`config.mk`:
```
export PLATFORM = sky130hd
export DESIGN_NAME = vga_frame_capture
export DESIGN_NICKNAME = d
export VERILOG_FILES = /design/src/rtl/vga_frame_capture.sv
export SDC_FILE = /design/constraint.sdc
export NUM_CORES = 1
export LEC_CHECK = 0
export ABC_CLOCK_PERIOD_IN_PS = 2000
export CORE_UTILIZATION = 40
export DETAILED_ROUTE_END_ITERATION = 8
export GPL_TIMING_DRIVEN = 0
export PLACE_DENSITY = 0.67
export SYNTH_ARGS = -nofsm -noshare
export SYNTH_HDL_FRONTEND = slang
export SYNTH_SLANG_ARGS = --single-unit
```
`constraint.sdc`:
```
create_clock -name iVGA_CLK -period 2 [get_ports iVGA_CLK]
set_input_delay 0.4 -clock iVGA_CLK [delete_from_list [all_inputs] [get_ports iVGA_CLK]]
set_output_delay 0.4 -clock iVGA_CLK [all_outputs]
set_load 0.02 [all_outputs]
```
`src/rtl/vga_frame_capture.sv`:
```
// VGA stream receiver: recovers pixel coordinates from BLANK_n/VS, writes active
// pixels to a linear frame buffer and grades each frame's geometry.
module vga_frame_capture #(
    parameter int unsigned H_ACTIVE   = 640,
    parameter int unsigned V_ACTIVE   = 480,
    parameter int unsigned ADDR_W     = 19,
    parameter int unsigned SYNC_TMO_W = 20
) (
    input  logic              iVGA_CLK,
    input  logic              iRST_n,
    input  logic              iHS,
    input  logic              iVS,
    input  logic              iBLANK_n,
    input  logic [23:0]       iRGB,
    output logic              oWR_EN,
    output logic [ADDR_W-1:0] oWR_ADDR,
    output logic [23:0]       oWR_DATA,
    output logic [9:0]        oX,
    output logic [9:0]        oY,
    output logic              oFRAME_DONE,
    output logic              oFRAME_OK,
    output logic              oLOCKED,
    output logic [7:0]        oERR_CNT
);
    localparam int unsigned CRD_W = 10;
    localparam int unsigned PIX_W = 24;
    localparam int unsigned ERR_W = 8;
    localparam logic [CRD_W-1:0] CRD_MAX = '1;
    localparam logic [ERR_W-1:0] ERR_MAX = '1;
    localparam logic [CRD_W-1:0] H_LIM   = CRD_W'(H_ACTIVE);
    localparam logic [CRD_W-1:0] V_LIM   = CRD_W'(V_ACTIVE);

    typedef enum logic [1:0] {
        ST_HUNT        = 2'd0,
        ST_WAIT_ACTIVE = 2'd1,
        ST_CAPTURE     = 2'd2
    } state_t;

    state_t state_q, state_d;

    logic             hs_q, vs_q, den_q, vs_prev, den_prev;
    logic [PIX_W-1:0] rgb_q;
    logic             vs_fall, den_fall, sync_lost, frame_good;
    logic [SYNC_TMO_W:0] vs_hi_cnt;

    logic [CRD_W-1:0]  x_q, x_d, y_q, y_d;
    logic [ADDR_W-1:0] addr_q, addr_d;
    logic              line_err_q, line_err_d;

    logic              wr_en_d, done_d, ok_d, locked_d;
    logic [ADDR_W-1:0] wr_addr_d;
    logic [PIX_W-1:0]  wr_data_d;
    logic [CRD_W-1:0]  x_out_d, y_out_d;
    logic [ERR_W-1:0]  err_d;

    // HS is registered with the rest of the stream; geometry is derived from BLANK_n and VS.
    logic unused_hs;
    assign unused_hs = hs_q;

    // Input stage plus one-sample history for edge detection
    always_ff @(posedge iVGA_CLK or negedge iRST_n) begin
        if (!iRST_n) begin
            hs_q     <= 1'b0;
            vs_q     <= 1'b0;
            den_q    <= 1'b0;
            rgb_q    <= '0;
            vs_prev  <= 1'b0;
            den_prev <= 1'b0;
        end else begin
            hs_q     <= iHS;
            vs_q     <= iVS;
            den_q    <= iBLANK_n;
            rgb_q    <= iRGB;
            vs_prev  <= vs_q;
            den_prev <= den_q;
        end
    end

    assign vs_fall    = vs_prev & ~vs_q;
    assign den_fall   = den_prev & ~den_q;
    assign frame_good = (y_q == V_LIM) && !line_err_q;

    // Consecutive cycles with VS idle; top bit set means the frame period is exceeded
    always_ff @(posedge iVGA_CLK or negedge iRST_n) begin
        if (!iRST_n) begin
            vs_hi_cnt <= '0;
        end else if (!vs_q) begin
            vs_hi_cnt <= '0;
        end else if (!vs_hi_cnt[SYNC_TMO_W]) begin
            vs_hi_cnt <= vs_hi_cnt + (SYNC_TMO_W+1)'(1);
        end
    end

    assign sync_lost = vs_q && vs_hi_cnt[SYNC_TMO_W];

    always_ff @(posedge iVGA_CLK or negedge iRST_n) begin
        if (!iRST_n) state_q <= ST_HUNT;
        else         state_q <= state_d;
    end

    always_comb begin
        state_d = state_q;
        case (state_q)
            ST_HUNT:        if (vs_fall) state_d = ST_WAIT_ACTIVE;
            ST_WAIT_ACTIVE: if (!vs_fall && den_q) state_d = ST_CAPTURE;
            ST_CAPTURE: begin
                if (vs_fall)        state_d = ST_WAIT_ACTIVE;
                else if (sync_lost) state_d = ST_HUNT;
            end
            default:        state_d = ST_HUNT;
        endcase
    end

    // Coordinate tracking, write port and frame grading; frame end outranks a coincident pixel
    always_comb begin
        x_d        = x_q;
        y_d        = y_q;
        addr_d     = addr_q;
        line_err_d = line_err_q;
        wr_en_d    = 1'b0;
        wr_addr_d  = oWR_ADDR;
        wr_data_d  = oWR_DATA;
        x_out_d    = oX;
        y_out_d    = oY;
        done_d     = 1'b0;
        ok_d       = oFRAME_OK;
        locked_d   = oLOCKED;
        err_d      = oERR_CNT;

        if (state_q == ST_HUNT) begin
            if (vs_fall) begin
                x_d        = '0;
                y_d        = '0;
                addr_d     = '0;
                line_err_d = 1'b0;
            end
        end else if (vs_fall) begin
            done_d   = 1'b1;
            ok_d     = frame_good;
            locked_d = frame_good;
            if (!frame_good && oERR_CNT != ERR_MAX) err_d = oERR_CNT + ERR_W'(1);
            x_d        = '0;
            y_d        = '0;
            addr_d     = '0;
            line_err_d = 1'b0;
        end else if (state_q == ST_CAPTURE && sync_lost) begin
            locked_d = 1'b0;
        end else if (den_q) begin
            if (x_q < H_LIM && y_q < V_LIM) begin
                wr_en_d   = 1'b1;
                wr_addr_d = addr_q;
                wr_data_d = rgb_q;
                x_out_d   = x_q;
                y_out_d   = y_q;
                x_d       = x_q + CRD_W'(1);
                addr_d    = addr_q + ADDR_W'(1);
            end else begin
                line_err_d = 1'b1;
                if (x_q != CRD_MAX) x_d = x_q + CRD_W'(1);
            end
        end else if (den_fall && state_q == ST_CAPTURE) begin
            if (x_q != H_LIM) line_err_d = 1'b1;
            x_d = '0;
            if (y_q != CRD_MAX) y_d = y_q + CRD_W'(1);
        end
    end

    always_ff @(posedge iVGA_CLK or negedge iRST_n) begin
        if (!iRST_n) begin
            x_q         <= '0;
            y_q         <= '0;
            addr_q      <= '0;
            line_err_q  <= 1'b0;
            oWR_EN      <= 1'b0;
            oWR_ADDR    <= '0;
            oWR_DATA    <= '0;
            oX          <= '0;
            oY          <= '0;
            oFRAME_DONE <= 1'b0;
            oFRAME_OK   <= 1'b0;
            oLOCKED     <= 1'b0;
            oERR_CNT    <= '0;
        end else begin
            x_q         <= x_d;
            y_q         <= y_d;
            addr_q      <= addr_d;
            line_err_q  <= line_err_d;
            oWR_EN      <= wr_en_d;
            oWR_ADDR    <= wr_addr_d;
            oWR_DATA    <= wr_data_d;
            oX          <= x_out_d;
            oY          <= y_out_d;
            oFRAME_DONE <= done_d;
            oFRAME_OK   <= ok_d;
            oLOCKED     <= locked_d;
            oERR_CNT    <= err_d;
        end
    end

endmodule

```
* Word-level counts from Yosys, hierarchy flattened
Cells that the tools add are included.
** Word-level totals
- Register bits after elaboration :: 166
- Bits of input ports :: 29
- Logic and storage cells :: 121
- Output and inout bits :: 75
** Cells by class
- Order comparisons :: 2
- Reduce and logical (&&, ||, !) cells :: 27
- Eq/ne operators :: 15
- Add/subtract/negate cells :: 5
- Mux-type cells :: 44
- Bitwise operators :: 7
** Operators by type and width (count)
- two-way mux 10 bit :: 14
- two-way mux 19 bit :: 6
- two-way mux 21 bit :: 2
- inequality test 10 bit (second input constant) :: 3
- adder 21 x 1 -> 21 bit (second input constant) :: 1
- adder 10 x 1 -> 10 bit (second input constant) :: 2
- adder 19 x 1 -> 19 bit (second input constant) :: 1
- two-way mux 1 bit :: 17
- AND reduction 5 bit :: 3
- == test 10 x 9 -> 1 bit (second input constant) :: 1
- less-than comparator 10 bit (second input constant) :: 1
- less-than comparator 10 x 9 -> 1 bit (second input constant) :: 1
- nonzero test 2 bit :: 5
- adder 8 x 1 -> 8 bit (second input constant) :: 1
- two-way mux 2 bit :: 4
- inequality test 2 bit (second input constant) :: 4
- inequality test 8 bit (second input constant) :: 1
- AND reduction 4 bit :: 2
- logical AND 1 bit :: 7
- inequality test 3 bit (second input constant) :: 2
- one-hot mux 2 bit (3 select lines) :: 1
- AND reduction 3 bit :: 2
- nonzero test 3 bit :: 2
- inverter 1 bit :: 5
- 8 further kinds :: 12

* Longest topological paths before layout
Gate-level depths: netlist of run 1.
- Depth in word-level cells :: 8
- Gate-level depth with buffers :: 8
- Mapped depth without buffers :: 6

* Worst setup path after synthesis of run 1
OpenSTA, ideal clock, no wires.
- Kind :: register -> register
- From :: reg oERR_CNT[4]
- To :: reg oERR_CNT[1]
- Buffers on the path :: 0
- Arrival time :: 1725 ps
- Path slack :: 150 ps
- Clock period less this slack :: 1850 ps
- Data required time :: 1875 ps
- Library setup time :: 125 ps
- Cell stages (with the launch flop) :: 5
- Cell sequence :: dfrtp_1 > and4_1 > and2_1 > a311oi_2 > mux2_2
** Between the ends
- Cells in the longest elaborated chain, start to end :: 3
** RTL lines
- start: declaration :: line 23 : output logic [7:0] oERR_CNT
- start signal: assignment :: line 196 : oERR_CNT <= err_d;
- inequality test 8 bit :: line 141 : if (!frame_good && oERR_CNT != ERR_MAX) err_d = oERR_CNT + ERR_W'(1);
- logical AND 1 bit :: line 141
- AND reduction 3 bit (no line)
No other way between the ends.
A chain may end at the register's enable or synchronous reset.

* Final worst setup path of run 1
- From :: reg vs_q
- To :: reg oWR_ADDR[0]
** Between the ends
- Cells in the longest elaborated chain, start to end :: 4
- Elaborated cells on any way between the ends :: 7
- Those cells by class :: 4 x bitwise; 3 x reduce/logical
** RTL lines
- start: declaration :: line 41 : logic hs_q, vs_q, den_q, vs_prev, den_prev;
- start signal: assignment :: line 71 : vs_q <= iVS;
- inverter 1 bit / logical AND 1 bit (equally long branches) :: line 79, 94
- AND 1 bit / logical AND 1 bit (equally long branches) :: line 79, 146
- inverter 1 bit (no line)
- AND reduction 5 bit (no line) *
- end signal: assignment :: line 189 : oWR_ADDR <= wr_addr_d;
- end: declaration :: line 16 : output logic [ADDR_W-1:0] oWR_ADDR,
Mark *: on every way between the ends. The rest lies on a longest branch, timed or not.

==> impl_metrics.prom, run 1 <==
# TYPE chip_impl_metric gauge
chip_impl_info{name="run_status",value="finished with violations"} 1
chip_impl_info{name="violations",value="negative setup slack"} 1
chip_impl_metric{name="timing.critical_path.required",unit="ns"} 2.31
chip_impl_metric{name="synth_simple_gate_area_share",unit=""} 0.139
chip_impl_metric{name="drive_above_1_share",unit=""} 0.241
chip_impl_metric{name="grt_first_pass_wirelength",unit="mm"} 26.2
chip_impl_metric{name="power_frac_clock",unit=""} 0.369
chip_impl_metric{name="drt-met1-wl",unit="mm"} 6.89
chip_impl_metric{name="yosysSeqAreaShare",unit=""} 0.595
chip_impl_metric{name="fillers",unit=""} 1381
chip_impl_metric{name="report.final.hold_viol_count",unit=""} 0
chip_impl_metric{name="power_per_cell_area",unit="nW/um^2"} 978
chip_impl_metric{name="worst-slew-pin-transition",unit="ns"} 0.600
chip_impl_metric{name="max_clock_freq",unit="MHz"} 490
chip_impl_metric{name="synth_mux_area_frac",unit=""} 0.108
chip_impl_metric{name="cellInternalPower",unit="mW"} 6.74
chip_impl_info{name="timing.hold.worst.class",value="in2reg"} 1
chip_impl_metric{name="clock_path_buffers",unit=""} 2
chip_impl_metric{name="number_of_placed_i_o_pins",unit=""} 104
chip_impl_metric{name="globalplace.congestion",unit=""} 0.800
chip_impl_info{name="clockRootBuffer",value="sky130_fd_sc_hd__clkbuf_16"} 1
chip_impl_metric{name="power_switching",unit="mW"} 2.60
chip_impl_metric{name="clkSinkCount",unit=""} 166
chip_impl_metric{name="finClkSkew",unit="ns"} 0.0121
chip_impl_metric{name="fin_crit",unit="ns"} 2.04
chip_impl_metric{name="design.die.area",unit="sq um"} 18000
chip_impl_metric{name="clk-insertion-delay-late",unit="ns"} 0.43
chip_impl_metric{name="layout.cell_area.non_filler",unit="sq um"} 9550
chip_impl_metric{name="final_instance_count_excl_fillers",unit=""} 958
chip_impl_metric{name="ant_nets",unit=""} 0
chip_impl_metric{name="timing.critical_path.fanout_max",unit=""} 5
chip_impl_metric{name="synth_fp_nets",unit=""} 613
chip_impl_metric{name="area_delta_synth_final",unit="%"} 36.8
chip_impl_metric{name="dpl-instance-area",unit="sq um"} 8310
chip_impl_metric{name="yosys.area_share.adder",unit=""} 0.0125
chip_impl_metric{name="antenna_cells",unit=""} 0
chip_impl_metric{name="fin_util",unit=""} 0.568
chip_impl_metric{name="synth_instances",unit=""} 577
chip_impl_metric{name="synth_xor_xnor_area_share",unit=""} 0.0263
chip_impl_metric{name="gr-usage-all-layers",unit=""} 0.186
chip_impl_metric{name="vdd.ir_drop.worst",unit="mV"} 0.606
chip_impl_metric{name="die_x",unit="microns"} 134
chip_impl_metric{name="drt_wl_total",unit="mm"} 16.2
chip_impl_metric{name="comb_power_share",unit=""} 0.204
chip_impl_metric{name="synth.ff_latch_count",unit=""} 166
chip_impl_metric{name="clk_transition_reported_paths",unit="ns"} 0.06
chip_impl_metric{name="timing.slew.headroom",unit=""} 0.600
chip_impl_metric{name="drtIter0Drc",unit=""} 345
chip_impl_metric{name="core_area",unit="sq um"} 16800
chip_impl_metric{name="grt_max_degree",unit=""} 104
chip_impl_info{name="synth_top_family_by_area",value="simple AND/OR/NAND/NOR gates"} 1
chip_impl_info{name="critical_path.endpoint_type",value="flip-flop"} 1
chip_impl_metric{name="synth_compound_gate_area_share",unit=""} 0.0937
chip_impl_metric{name="fin_tns_setup",unit="ns"} -0.340
chip_impl_metric{name="placed_cells",unit=""} 900
chip_impl_info{name="layout.cells.most_common_list",value="161 x sky130_fd_sc_hd__dfrtp_1, 101 x sky130_fd_sc_hd__clkdlybuf4s50_1, 43 x sky130_fd_sc_hd__mux2_2"} 1
chip_impl_metric{name="final_min_period_over_clock_period",unit=""} 1.02
chip_impl_metric{name="portBuffers",unit=""} 102
chip_impl_metric{name="synth-async-reset-ratio",unit=""} 1.00
chip_impl_metric{name="dp.final_hpwl",unit="mm"} 10.7
chip_impl_info{name="tritoncts_clock_tree",value="built"} 1
chip_impl_metric{name="synth_cell_types",unit=""} 56
chip_impl_info{name="top_layer",value="met4"} 1
chip_impl_info{name="rsz0062_at_grt",value="true"} 1
chip_impl_info{name="final_common_cell",value="sky130_fd_sc_hd__dfrtp_1"} 1
chip_impl_metric{name="detailedPlace.worstSlack",unit="ns"} -0.390
chip_impl_metric{name="ctsHtreeMaxLevel",unit=""} 4
chip_impl_metric{name="overflow",unit=""} 0
chip_impl_info{name="timing.setup.critical_path_class",value="reg2reg"} 1
chip_impl_metric{name="switching_share",unit=""} 0.278
chip_impl_metric{name="design.final.nets",unit=""} 761
chip_impl_metric{name="row_cnt",unit=""} 47
chip_impl_metric{name="netlist_area",unit="sq um"} 6980
chip_impl_metric{name="synthesis.yosys.warnings",unit=""} 0
chip_impl_metric{name="detailroute.via_count",unit=""} 5124
chip_impl_metric{name="detail_route.wl_per_cell",unit="microns"} 16.9
chip_impl_metric{name="whs",unit="ns"} 0.409
chip_impl_metric{name="vias_per_instance",unit=""} 5.35
chip_impl_metric{name="syn_area_per_cell",unit="sq um"} 12.1
chip_impl_metric{name="cap_violations",unit=""} 0
chip_impl_metric{name="sequentialPowerShare",unit=""} 0.427
chip_impl_info{name="setup.worst_path.start_class",value="flip-flop"} 1
chip_impl_metric{name="number_of_global_route_vias_before_repair",unit=""} 5251
chip_impl_metric{name="fp.dieH",unit="microns"} 134
chip_impl_metric{name="total_length_of_routed_met2_wires",unit="mm"} 8.48
chip_impl_metric{name="slew_viol_final",unit=""} 0
chip_impl_metric{name="setup_violations",unit=""} 15
chip_impl_metric{name="post-route-drc-count",unit=""} 0
chip_impl_metric{name="detailedRoute.firstPassIterationCount",unit=""} 4
chip_impl_metric{name="met3RoutedLength",unit="microns"} 606
chip_impl_metric{name="grt_antenna_before_repair",unit=""} 0
chip_impl_metric{name="total_power",unit="mW"} 9.34
chip_impl_metric{name="cts_made_buffers",unit=""} 17
chip_impl_metric{name="number_of_enable_flip_flop_cells_after_synthesis",unit=""} 0
chip_impl_info{name="synth_ff_type",value="sky130_fd_sc_hd__dfrtp_1"} 1
chip_impl_metric{name="final_critical_path_setup_slack",unit="ns"} -0.0391
chip_impl_metric{name="worst-endpoint-arrival",unit="ns"} 2.35
chip_impl_metric{name="power.static_leakage",unit="nW"} 4.14
chip_impl_metric{name="floorplan.initialDensity",unit=""} 0.415
[worst paths after layout]
path                                            to  depth (start not counted)             from  slack [ns]
setup / recovery           oWR_ADDR[0]$_DFFE_PN0P_                          8   vs_q$_DFF_PN0_       -0.04
hold / removal                      vs_q$_DFF_PN0_                          1              iVS        0.41
setup reg to reg           oWR_ADDR[0]$_DFFE_PN0P_                          8   vs_q$_DFF_PN0_       -0.04
hold reg to reg                 den_prev$_DFF_PN0_                          0  den_q$_DFF_PN0_        0.42
max in group asynchronous   state_q[1]$_DFFE_PN0P_                          3           iRST_n        0.53
min in group asynchronous  oERR_CNT[5]$_DFFE_PN0P_                          2           iRST_n        0.53
[metal layers]
metal / track usage / vias to the layer above
li1: - / 2400
met1: 0.234 / 2592
met2: 0.313 / 114
met3: 0.0423 / 18
met4: 0.0693 / 0
met5: 0 / -
[layout make-up]
type,count,area [sq um],share of cell area
timing repair buffer,130,1330,0.139
tap,220,275,0.0288
clock inverter,13,183,0.0191
buffer,27,211,0.0221
inverter,11,41.3,0.00432
multi-input combinational,372,2910,0.304
sequential,166,4160,0.436
clock buffer,19,443,0.0464
[synth_stat cells (2+ instances only)]
| cell | n | area [sq um] |
|---|---|---|
| sky130_fd_sc_hd__dfrtp_1 | 166 | 4150 |
| sky130_fd_sc_hd__mux2_2 | 63 | 709 |
| sky130_fd_sc_hd__o21ai_0 | 35 | 175 |
| sky130_fd_sc_hd__nand2_1 | 31 | 116 |
| sky130_fd_sc_hd__a21oi_1 | 28 | 140 |
| sky130_fd_sc_hd__nand4_1 | 20 | 125 |
| sky130_fd_sc_hd__nor2_1 | 20 | 75.1 |
| sky130_fd_sc_hd__or3_1 | 19 | 119 |
| sky130_fd_sc_hd__nand3_1 | 17 | 85.1 |
| sky130_fd_sc_hd__xnor2_1 | 17 | 149 |
| sky130_fd_sc_hd__clkbuf_1 | 15 | 56.3 |
| sky130_fd_sc_hd__and2_1 | 14 | 87.6 |
| sky130_fd_sc_hd__inv_1 | 11 | 41.3 |
| sky130_fd_sc_hd__o31ai_1 | 9 | 67.6 |
| sky130_fd_sc_hd__or4_1 | 8 | 60.1 |
| sky130_fd_sc_hd__a21boi_0 | 7 | 52.6 |
| sky130_fd_sc_hd__and3_1 | 7 | 43.8 |
| sky130_fd_sc_hd__and4_1 | 7 | 61.3 |
| sky130_fd_sc_hd__ha_1 | 7 | 87.6 |
| sky130_fd_sc_hd__nor4_1 | 6 | 37.5 |
| sky130_fd_sc_hd__a31oi_1 | 5 | 31.3 |
| sky130_fd_sc_hd__buf_2 | 5 | 25.0 |
| sky130_fd_sc_hd__buf_4 | 5 | 37.5 |
| sky130_fd_sc_hd__nand2b_1 | 5 | 31.3 |
| sky130_fd_sc_hd__nor2b_1 | 5 | 31.3 |
| sky130_fd_sc_hd__xor2_1 | 4 | 35.0 |
| sky130_fd_sc_hd__nor3_1 | 3 | 15.0 |
| sky130_fd_sc_hd__o211ai_1 | 3 | 22.5 |
| sky130_fd_sc_hd__o21a_1 | 3 | 22.5 |
| sky130_fd_sc_hd__mux2_1 | 2 | 22.5 |
| sky130_fd_sc_hd__mux2i_1 | 2 | 20.0 |
| sky130_fd_sc_hd__nand3b_1 | 2 | 15.0 |
| sky130_fd_sc_hd__o41ai_1 | 2 | 17.5 |
| sky130_fd_sc_hd__or2_2 | 2 | 12.5 |
[state kept, by name (all words and copies together), names as in the netlist, 2 cells and up]
signal and cells:
y_q 10, rgb_q 24, addr_q 19, state_q 2, oX 10, vs_hi_cnt 21, oY 10, oWR_ADDR 19
oERR_CNT 8, oWR_DATA 24, x_q 10
[power by group through the flow]
stage               logic [mW]  clock network (mW)  registers (mW)
floorplan                0.553                   0            4.30
global placement          1.65                   0            4.00
detailed placement        1.70                   0            4.03
CTS                       1.75                3.52            3.97
global route              2.03                3.65            4.04
finish                    1.91                3.45            3.98
[worst max-delay path: stages, from the launching register on]
cell                        delay (ns)
sky130_fd_sc_hd__dfrtp_2          0.46
sky130_fd_sc_hd__buf_6            0.14
sky130_fd_sc_hd__a21boi_4         0.16
sky130_fd_sc_hd__o211ai_1         0.15
sky130_fd_sc_hd__nor2_2           0.24
sky130_fd_sc_hd__buf_8            0.16
sky130_fd_sc_hd__buf_12           0.14
sky130_fd_sc_hd__clkbuf_16        0.14
sky130_fd_sc_hd__mux2_2           0.33
[timing repair]
action / 4_1_cts / 5_1_grt
hold buffers: 1 / 0
endpoints found under the setup margin: 98 / 105
gates cloned: 0 / 4
resized for setup: 28 / 76
pin swaps: 3 / 10
endpoints found under the hold margin: 63 / 0
setup buffers: 6 / 16
[logic make-up after synthesis]
family          count (synthesis)
flops                         166
simple gates                  172
compound gates                105
mux                            67
xor+xnor                       21
fa+ha+maj                       7
buf+inv                        39
Power figures use the tool's default switching activity.
==> run 2, diff against run 1 <==
--- a/config.mk
+++ b/config.mk
@@ -8,8 +8,9 @@
 export ABC_CLOCK_PERIOD_IN_PS = 2000
 export CORE_UTILIZATION = 40
 export DETAILED_ROUTE_END_ITERATION = 8
+export DONT_BUFFER_PORTS = 1
 export GPL_TIMING_DRIVEN = 0
-export PLACE_DENSITY = 0.67
+export PLACE_DENSITY = 0.59
 export SYNTH_ARGS = -nofsm -noshare
 export SYNTH_HDL_FRONTEND = slang
 export SYNTH_SLANG_ARGS = --single-unit
==> run 2 against run 1 <==
- the run ends with negative hold slack left
- via count decreased by 8.4%
- worst setup slack improved by 0.072 ns
- routed wire length decreased by 7.2%
- critical path type unchanged
- combinational power decreased by 55%
- sequential share of layout area increased by 5.2 points
==> impl_metrics.prom, run 2 (synthesis gave the netlist of run 1 again) <==
# TYPE chip_impl_metric gauge
chip_impl_metric{name="grt_antenna_before_repair",unit=""} 0
chip_impl_metric{name="clkSinkCount",unit=""} 166
chip_impl_info{name="biggestRegsByFlops",value="oWR_DATA: 24 flops, rgb_q: 24 flops, vs_hi_cnt: 21 flops"} 1
chip_impl_info{name="worst_setup_path_startpoint",value="vs_q$_DFF_PN0_"} 1
chip_impl_metric{name="worst-endpoint-arrival",unit="ns"} 2.28
chip_impl_metric{name="floorplan.initialDensity",unit=""} 0.415
chip_impl_metric{name="area_delta_synth_final",unit="%"} 22.1
chip_impl_metric{name="number_of_global_route_vias_before_repair",unit=""} 4827
chip_impl_metric{name="detailroute.via_count",unit=""} 4692
chip_impl_metric{name="fin_tns_setup",unit="ns"} 0
chip_impl_metric{name="dp.final_hpwl",unit="mm"} 9.66
chip_impl_metric{name="overflow",unit=""} 0
chip_impl_metric{name="total_power",unit="mW"} 8.62
chip_impl_metric{name="timing.critical_path.fanout_max",unit=""} 10
chip_impl_metric{name="cap_violations",unit=""} 0
chip_impl_metric{name="timing.slew.headroom",unit=""} 0.613
chip_impl_metric{name="drt_wl_total",unit="mm"} 15.0
chip_impl_metric{name="placed_cells",unit=""} 797
chip_impl_info{name="final_common_cell",value="sky130_fd_sc_hd__dfrtp_1"} 1
chip_impl_metric{name="final_min_period_over_clock_period",unit=""} 0.984
chip_impl_info{name="clockRootBuffer",value="sky130_fd_sc_hd__clkbuf_16"} 1
chip_impl_metric{name="clk-insertion-delay-late",unit="ns"} 0.44
chip_impl_metric{name="ant_nets",unit=""} 0
chip_impl_metric{name="post-route-drc-count",unit=""} 0
chip_impl_info{name="critical_path.endpoint_type",value="flip-flop"} 1
chip_impl_metric{name="number_of_placed_i_o_pins",unit=""} 104
chip_impl_metric{name="core_area",unit="sq um"} 16800
chip_impl_metric{name="portBuffers",unit=""} 0
chip_impl_info{name="violations",value="negative hold slack"} 1
chip_impl_metric{name="detailedPlace.worstSlack",unit="ns"} -0.386
chip_impl_metric{name="grt_first_pass_wirelength",unit="mm"} 24.6
chip_impl_metric{name="fin_util",unit=""} 0.507
chip_impl_metric{name="final_instance_count_excl_fillers",unit=""} 870
chip_impl_metric{name="post_cts_hold_buffers",unit=""} 26
chip_impl_metric{name="drive_above_1_share",unit=""} 0.245
chip_impl_metric{name="clk_transition_reported_paths",unit="ns"} 0.07
chip_impl_metric{name="design.final.nets",unit=""} 673
chip_impl_metric{name="row_cnt",unit=""} 47
chip_impl_info{name="timing.setup.critical_path_class",value="reg2reg"} 1
chip_impl_metric{name="power_per_cell_area",unit="nW/um^2"} 1010
chip_impl_metric{name="fillers",unit=""} 1495
chip_impl_metric{name="vias_per_instance",unit=""} 5.39
chip_impl_info{name="layout.cells.most_common_list",value="159 x sky130_fd_sc_hd__dfrtp_1, 56 x sky130_fd_sc_hd__mux2_2, 33 x sky130_fd_sc_hd__o21ai_0"} 1
chip_impl_metric{name="drtIter0Drc",unit=""} 283
chip_impl_metric{name="whs",unit="ns"} -0.335
chip_impl_info{name="timing.hold.worst.class",value="in2async"} 1
chip_impl_metric{name="layout.cell_area.non_filler",unit="sq um"} 8530
chip_impl_metric{name="fin_crit",unit="ns"} 1.97
chip_impl_metric{name="slew_viol_final",unit=""} 0
chip_impl_metric{name="detail_route.wl_per_cell",unit="microns"} 17.3
chip_impl_metric{name="clock_path_buffers",unit=""} 2
chip_impl_metric{name="worst-slew-pin-transition",unit="ns"} 0.581
chip_impl_metric{name="dpl-instance-area",unit="sq um"} 7260
chip_impl_info{name="tritoncts_clock_tree",value="built"} 1
chip_impl_info{name="run_status",value="finished with violations"} 1
chip_impl_metric{name="globalplace.congestion",unit=""} 0.831
chip_impl_metric{name="power.static_leakage",unit="nW"} 3.74
chip_impl_info{name="rsz0062_at_grt",value="true"} 1
chip_impl_metric{name="max_clock_freq",unit="MHz"} 508
chip_impl_metric{name="cts_made_buffers",unit=""} 17
chip_impl_metric{name="finClkSkew",unit="ns"} 0.0182
chip_impl_metric{name="setup_violations",unit=""} 0
chip_impl_metric{name="fp.dieH",unit="microns"} 134
chip_impl_metric{name="gr-usage-all-layers",unit=""} 0.175
chip_impl_metric{name="grt_max_degree",unit=""} 167
chip_impl_metric{name="die_x",unit="microns"} 134
chip_impl_metric{name="report.final.hold_viol_count",unit=""} 166
chip_impl_info{name="r2r-start",value="vs_q$_DFF_PN0_"} 1
chip_impl_metric{name="design.die.area",unit="sq um"} 18000
chip_impl_metric{name="antenna_cells",unit=""} 0
chip_impl_metric{name="final_critical_path_setup_slack",unit="ns"} 0.0326
chip_impl_metric{name="ctsHtreeMaxLevel",unit=""} 4
chip_impl_metric{name="detailedRoute.firstPassIterationCount",unit=""} 4
chip_impl_metric{name="vdd.ir_drop.worst",unit="mV"} 0.640
chip_impl_info{name="setup.worst_path.start_class",value="flip-flop"} 1
chip_impl_metric{name="timing.critical_path.required",unit="ns"} 2.31
-- run 2: cell count changes in the layout (fill, tap and decap cells not counted), sizes merged, moves of 3 or more --
| cell | before | now |
|---|---|---|
| clkdlybuf4s50 | 101 | 0 |
| buf | 38 | 30 |
| clkbuf | 36 | 30 |
| clkinv | 1 | 4 |
| dlygate4sd3 | 1 | 26 |
-- run 2: area by class of cell --
cell class | count | area [sq um] | area share
Sequential cell | 166 | 4160 | 0.488
Multi-Input combinational cell | 372 | 2810 | 0.330
Clock buffer | 17 | 425 | 0.0499
Timing Repair Buffer | 43 | 405 | 0.0475
Tap cell | 220 | 275 | 0.0323
Clock inverter | 15 | 210 | 0.0246
Buffer | 26 | 196 | 0.0230
Inverter | 11 | 41.3 | 0.00484
-- run 2: metal layers --
layer  part of all wire  global-route usage  vias up  wire [microns]
li1                   -                   -     2224               -
met1               0.43               0.221     2366            6510
met3              0.041              0.0461       18             612
met5                  0                   0        -               0
met4              0.013              0.0643        0             199
met2               0.51               0.288       84            7720
-- run 2: final timing paths --
| kind | endpoint | slack, ns | cells after the start |
|---|---|---|---|
| setup / recovery | oWR_ADDR[3]$_DFFE_PN0P_ | 0.03 | 7 |
| hold / removal | oERR_CNT[4]$_DFFE_PN0P_ | -0.34 | 0 |
| setup reg to reg | oWR_ADDR[3]$_DFFE_PN0P_ | 0.03 | 7 |
| hold reg to reg | oWR_DATA[13]$_DFFE_PN0P_ | 0.48 | 1 |
| max in group asynchronous | oWR_DATA[11]$_DFFE_PN0P_ | 2.15 | 0 |
| min in group iVGA_CLK | oWR_DATA[13]$_DFFE_PN0P_ | 0.48 | 1 |
-- run 2: critical path: stages (launching register included) --
cell and delay (ns):
sky130_fd_sc_hd__dfrtp_2 0.46, sky130_fd_sc_hd__buf_6 0.14, sky130_fd_sc_hd__a21boi_4 0.14, sky130_fd_sc_hd__o211ai_1 0.16
sky130_fd_sc_hd__nor2_2 0.24, sky130_fd_sc_hd__buf_6 0.22, sky130_fd_sc_hd__buf_12 0.15, sky130_fd_sc_hd__mux2_2 0.33
-- run 2: power by group --
group	switching (mW)	internal, mW
sequential	0.645	3.70
combinational	0.366	0.486
clock	1.51	1.92
-- run 2: repair_timing --
action | 4_1_cts | 5_1_grt
setup buffers | 5 | 11
gates cloned | 0 | 1
pin swaps | 3 | 7
hold endpoints to repair | 192 | 166
resized for setup | 14 | 58
endpoints found under the setup margin | 96 | 103
